==> src/rtl/pulse_counter_bcd_disp.sv <==
// Debounced up/down/clear key counter with a DIGITS-wide BCD count shown on a
// time-multiplexed seven-segment display.

module pulse_counter_bcd_disp_deb #(
    parameter int unsigned DEB_CYCLES = 240000
) (
    input  logic clk,
    input  logic rst,
    input  logic key_n,
    output logic press
);
    localparam int unsigned CW = $clog2(DEB_CYCLES);

    logic          s1, s2, acc, seen;
    logic [1:0]    vld;
    logic [CW-1:0] cnt;

    // seen only arms after a genuine released sample, so a key held through
    // reset cannot produce an event until it is released and pressed again
    always_ff @(posedge clk or posedge rst) begin
        if (rst) begin
            s1    <= 1'b1;
            s2    <= 1'b1;
            acc   <= 1'b1;
            seen  <= 1'b0;
            vld   <= '0;
            cnt   <= '0;
            press <= 1'b0;
        end else begin
            s1    <= key_n;
            s2    <= s1;
            vld   <= {vld[0], 1'b1};
            press <= 1'b0;
            if (vld[1] && s2)
                seen <= 1'b1;
            if (s2 == acc) begin
                cnt <= '0;
            end else if (cnt == CW'(DEB_CYCLES - 1)) begin
                acc   <= s2;
                cnt   <= '0;
                press <= ~s2 & seen;
            end else begin
                cnt <= cnt + 1'b1;
            end
        end
    end
endmodule

module pulse_counter_bcd_disp #(
    parameter int unsigned DIGITS     = 2,
    parameter int unsigned DEB_CYCLES = 240000,
    parameter int unsigned SCAN_DIV   = 1024,
    parameter int unsigned LZB        = 0
) (
    input  logic                  clk,
    input  logic                  rst,
    input  logic                  key_up_n,
    input  logic                  key_dn_n,
    input  logic                  key_clr_n,
    output logic [4*DIGITS-1:0]   count_bcd,
    output logic                  wrap,
    output logic [7:0]            seg,
    output logic [DIGITS-1:0]     cath,
    output logic [7:0]            led
);
    localparam int unsigned IW = (DIGITS > 1) ? $clog2(DIGITS) : 1;
    localparam int unsigned PW = (SCAN_DIV > 1) ? $clog2(SCAN_DIV) : 1;
    localparam logic [DIGITS-1:0] CATH0 = ~DIGITS'(1);

    logic up_ev, dn_ev, clr_ev;

    pulse_counter_bcd_disp_deb #(.DEB_CYCLES(DEB_CYCLES)) u_deb_up (
        .clk(clk), .rst(rst), .key_n(key_up_n), .press(up_ev));
    pulse_counter_bcd_disp_deb #(.DEB_CYCLES(DEB_CYCLES)) u_deb_dn (
        .clk(clk), .rst(rst), .key_n(key_dn_n), .press(dn_ev));
    pulse_counter_bcd_disp_deb #(.DEB_CYCLES(DEB_CYCLES)) u_deb_clr (
        .clk(clk), .rst(rst), .key_n(key_clr_n), .press(clr_ev));

    logic [4*DIGITS-1:0] cnt_inc, cnt_dec;
    logic                inc_wrap, dec_wrap;

    always_comb begin
        logic [3:0] d;
        cnt_inc  = '0;
        cnt_dec  = '0;
        inc_wrap = 1'b1;
        dec_wrap = 1'b1;
        for (int unsigned i = 0; i < DIGITS; i++) begin
            d = count_bcd[4*i +: 4];
            cnt_inc[4*i +: 4] = d;
            cnt_dec[4*i +: 4] = d;
            if (inc_wrap) begin
                if (d == 4'd9) begin
                    cnt_inc[4*i +: 4] = 4'd0;
                end else begin
                    cnt_inc[4*i +: 4] = d + 4'd1;
                    inc_wrap = 1'b0;
                end
            end
            if (dec_wrap) begin
                if (d == 4'd0) begin
                    cnt_dec[4*i +: 4] = 4'd9;
                end else begin
                    cnt_dec[4*i +: 4] = d - 4'd1;
                    dec_wrap = 1'b0;
                end
            end
        end
    end

    always_ff @(posedge clk or posedge rst) begin
        if (rst) begin
            count_bcd <= '0;
            wrap      <= 1'b0;
        end else begin
            wrap <= 1'b0;
            if (clr_ev) begin
                count_bcd <= '0;
            end else if (up_ev && !dn_ev) begin
                count_bcd <= cnt_inc;
                wrap      <= inc_wrap;
            end else if (dn_ev && !up_ev) begin
                count_bcd <= cnt_dec;
                wrap      <= dec_wrap;
            end
        end
    end

    logic [PW-1:0]     presc;
    logic [IW-1:0]     idx, idx_nx;
    logic [DIGITS-1:0] cath_nx;

    always_comb begin
        idx_nx = (idx == IW'(DIGITS - 1)) ? '0 : idx + 1'b1;
        for (int unsigned i = 0; i < DIGITS; i++)
            cath_nx[i] = (idx_nx != IW'(i));
    end

    // cath and idx move together so the combinational seg stays aligned
    always_ff @(posedge clk or posedge rst) begin
        if (rst) begin
            presc <= '0;
            idx   <= '0;
            cath  <= CATH0;
        end else if (presc == PW'(SCAN_DIV - 1)) begin
            presc <= '0;
            idx   <= idx_nx;
            cath  <= cath_nx;
        end else begin
            presc <= presc + 1'b1;
        end
    end

    function automatic logic [7:0] seg_map(input logic [3:0] d);
        case (d)
            4'd0:    seg_map = 8'b11111100;
            4'd1:    seg_map = 8'b01100000;
            4'd2:    seg_map = 8'b11011010;
            4'd3:    seg_map = 8'b11110010;
            4'd4:    seg_map = 8'b01100110;
            4'd5:    seg_map = 8'b10110110;
            4'd6:    seg_map = 8'b10111110;
            4'd7:    seg_map = 8'b11100000;
            4'd8:    seg_map = 8'b11111110;
            4'd9:    seg_map = 8'b11110110;
            default: seg_map = 8'b00000000;
        endcase
    endfunction

    always_comb begin
        logic [3:0] dig;
        logic       blank;
        dig   = '0;
        blank = 1'b0;
        for (int unsigned i = 0; i < DIGITS; i++) begin
            if (idx == IW'(i)) begin
                dig   = count_bcd[4*i +: 4];
                blank = (LZB != 0) && (i != 0);
                for (int unsigned j = i; j < DIGITS; j++)
                    if (count_bcd[4*j +: 4] != 4'd0)
                        blank = 1'b0;
            end
        end
        seg = blank ? 8'b00000000 : seg_map(dig);
    end

    generate
        if (DIGITS == 1) begin : g_led_narrow
            assign led = {4'b0000, count_bcd};
        end else begin : g_led_wide
            assign led = count_bcd[7:0];
        end
    endgenerate
endmodule

==> config.mk <==
export PLATFORM = sky130hd
export DESIGN_NAME = pulse_counter_bcd_disp
export DESIGN_NICKNAME = d
export VERILOG_FILES = /design/src/rtl/pulse_counter_bcd_disp.sv
export SDC_FILE = /design/constraint.sdc
export NUM_CORES = 1
export LEC_CHECK = 0
export CAP_MARGIN = 20
export CORE_ASPECT_RATIO = 1.25
export CORE_MARGIN = 2
export CORE_UTILIZATION = 50
export CTS_BUF_LIST = sky130_fd_sc_hd__clkbuf_4 sky130_fd_sc_hd__clkbuf_8
export DETAILED_ROUTE_END_ITERATION = 8
export DONT_BUFFER_PORTS = 1
export PLACE_DENSITY = 0.62
export SLEW_MARGIN = 10
export SYNTH_ARGS = -nofsm -noshare
export SYNTH_HDL_FRONTEND = slang
export SYNTH_HIERARCHICAL = 1
export SYNTH_SLANG_ARGS = --single-unit
export TNS_END_PERCENT = 100
==> constraint.sdc <==
create_clock -name clk -period 3.1 [get_ports clk]
set_input_delay 0.62 -clock clk [delete_from_list [all_inputs] [get_ports clk]]
set_output_delay 0.62 -clock clk [all_outputs]
set_load 0.02 [all_outputs]
==> results.ini <==
[die]
die_height_um=116
rows=40
initial_core_util_pct=51.9
die-area_mm2=0.0109
io_pins=32
core_region_area_mm2=0.00971
die_w_um=93.8

[yosys]
yosysUniqueCellTypes=59
syn_area_per_cell_um2=9.80
synth_edf_count=0
async_flop_share_pct=100
yosysTopAreaCell=dfrtp_1
synth.most_common_cell=dfrtp_1
yosys-top-cells-count=86 x dfrtp_1, 69 x nor2_1, 38 x nand2_1
synth_nets=535
synthCells=514
yosysWarningCount=6
ys_ff_latch=96
synth_top_area_share_pct=42.7
synthFlopType=dfrtp_1
ys_seq_area_share_pct=47.9
synth_area_leaders=dfrtp_1 43%, xnor2_1 5.9%, dfstp_2 5.2%
syn-cell-area_mm2=0.00504

[critical_path]
reg2reg_from=count_bcd[1]$_DFFE_PP0P_
crit_cells=7
critPathCapture=seg[2]
crit_start=count_bcd[1]$_DFFE_PP0P_
cp.required_ns=2.48
crit_fanout=8
reg2reg_slack_ns=0.89
r2r_end=count_bcd[7]$_DFFE_PP0P_
slowest_stage=dfrtp_1
ff2ff_path_depth=6
crit_path_start_kind=flop
critPathTopFamily=flip-flops
cp_slowest_stage_delay_ns=0.60
worstSetupPathType=reg2out
path_cells=mux2i_1 -> inv_1 -> ha_1 -> nor2_1 -> a21oi_1 -> o21ai_0 -> buf_4
cp_data_arrival_time_ns=2.30
crit_path_end_kind=primary output
cp.buffers_inverters=2

[route]
drc=0
routed_via_density=5.59
drtAntennaViolNets=0
dr_total_vias=3567
dr.first_iter.drc_count=100
drt_wl_total_um=9120
routedWlPerCell_um=14.3
drtPass1Iterations=4

[global_route]
grt_pass1_wl_um=16100
track_usage_pct=18.3
grt_start_max_net_pins=26
overflow=0
grt_pass1_vias=3596
antenna_found_initial=0

[clock_tree]
cts_buffers=9
clock-root-buffer=clkbuf_8
cts.clk_slew.worst_paths_ns=0.09
clock_path_buffers=2
cts.sinks=96
htreeDepth=3
cts_tree=built
clock_latency_ns=0.36

[final_layout]
area_growth_pct=6.33
utilization_pct=55.2
multi_input_area_mm2=0.00237
fillers=888
antenna_cells=0
stdcell_count=638
ff_latch_area_mm2=0.00242
fin_nets=528
layout-drive-gt1-share_pct=11.7

[power]
p_leak_uw=0.00218
power_density_mw_per_mm2=398
vdd_drop_max_v=0.000257
power.total_uw=2130

[place]
dp_cells=619
portBuffers=0
dp_hpwl_um=6250
gp_congestion=0.801

[sta]
rsz0062_at_grt=no
clock-skew-final_ns=0.00796
drv_slew=0
worst_pin_slew_ns=0.865
min_period_ns=2.92
fin_crit_sh_pct=94.3
relSlewSlack_pct=42.3
setup_tns_ns=0
hold_violations=0
fmaxAchievable_mhz=342
hold_ws_ns=0.0742
finalSetupViolCount=0

[run_status]
outcome=finished, final reports clean

[hold_path]
hp-class=in2async

[flow_run]
drv_cap=0

final cells by class:
class                      count  share of cell area, %
multi-input combinational    366                   44.3
timing repair buffer          10                   2.52
clock inverter                 4                  0.537
clock buffer                  12                   2.97
tap                          126                   2.94
sequential                    96                   45.1
inverter                      24                   1.68
report_power, final:
group,switching (uW),internal (uW)
registers,14.0,1270
logic,48.2,23.2
clock network,429,345
worst register-to-register path, cell delays in order (launching register included):
cell and delay, ns:
dfrtp_1 0.71, inv_1 0.18, ha_1 0.29, nor3b_4 0.20
a221oi_4 0.40, a2111oi_2 0.10, o22a_2 0.23
layer usage:
metal	part of all wire, %	vias to the layer above	track usage [%]
met1	45	1730	22.7
met3	3.4	8	3.81
li1	-	1754	-
met4	1.2	0	6.18
met5	0	-	0
met2	50	75	32.0
sequential cells by signal, indices dropped and copies added (netlist names), 2 cells and up:
| signal | count |
|---|---|
| u_deb_up/cnt | 18 |
| u_deb_up/vld | 2 |
| u_deb_clr/cnt | 18 |
| presc | 10 |
| u_deb_dn/cnt | 18 |
| cath | 2 |
| u_deb_clr/vld | 2 |
| count_bcd | 8 |
| u_deb_dn/vld | 2 |
worst min path at each step:
stage,start,to,slack [ns],depth (start not counted)
2_1_floorplan,u_deb_clr/vld[0]$_DFF_PP0_,u_deb_clr/vld[1]$_DFF_PP0_,0.33,0
3_3_place_gp,u_deb_clr/vld[0]$_DFF_PP0_,u_deb_clr/vld[1]$_DFF_PP0_,0.33,0
3_5_place_dp,u_deb_up/vld[0]$_DFF_PP0_,u_deb_up/vld[1]$_DFF_PP0_,0.34,0
4_1_cts,key_dn_n,u_deb_dn/s1$_DFF_PP1_,0.23,0
5_1_grt,rst,u_deb_up/vld[0]$_DFF_PP0_,0.06,1
6_report,rst,u_deb_up/vld[1]$_DFF_PP0_,0.07,1
stage by stage:
stage          setup WS (ns)  instance area, um^2
6_report               0.176                 5360
5_1_grt               0.0167                 5360
4_1_cts               0.0542                 5270
3_5_place_dp           0.474                 5090
3_3_place_gp           0.573                 5090
2_1_floorplan          0.642                 5040
repair_timing:
action	in CTS	in global routing
hold endpoints to repair	0	0
buffers inserted	0	0
hold buffers	0	0
endpoints found under the setup margin	0	3
gates resized for setup	0	1
logic make-up after synthesis:
| logic type | synth area share (%) |
|---|---|
| compound gates | 8.47 |
| other cells | 0.298 |
| fa+ha+maj | 3.97 |
| mux | 1.91 |
| xor+xnor | 9.04 |
| simple gates | 23.4 |
| flops | 47.9 |
| buf+inv | 5.02 |
cell usage in the layout (no fill, tap or decap), types with 2 or more instances in the layout:
cell type,netlist,routed
mux2i_1,4,4
dfrtp_1,86,85
nand2_1,38,38
a21oi_1,17,17
or3_2,3,3
or3_1,6,6
nand3_1,26,26
buf_4,12,7
nand4b_1,3,3
o31ai_1,4,4
o21a_1,2,2
and3b_1,2,2
nor4_1,13,13
o211ai_1,2,2
a21o_1,3,3
clkinvlp_4,0,2
clkbuf_8,0,11
o21ai_0,15,15
nor2b_1,2,2
a31o_2,3,3
mux2_2,5,5
inv_1,24,24
xnor2_1,34,34
and4_1,4,4
nor3b_1,5,5
or4_1,5,5
nand4_1,13,13
or3_4,3,3
nor2_1,69,69
nand4_2,3,3
nand2b_1,2,2
ha_1,16,16
buf_16,0,3
nor3_1,14,14
conb_1,4,4
and3_1,4,4
a211oi_1,2,2
dfstp_2,10,10
a31oi_1,2,2
xor2_1,18,18
Note: power is estimated with default switching activity, not from simulation.
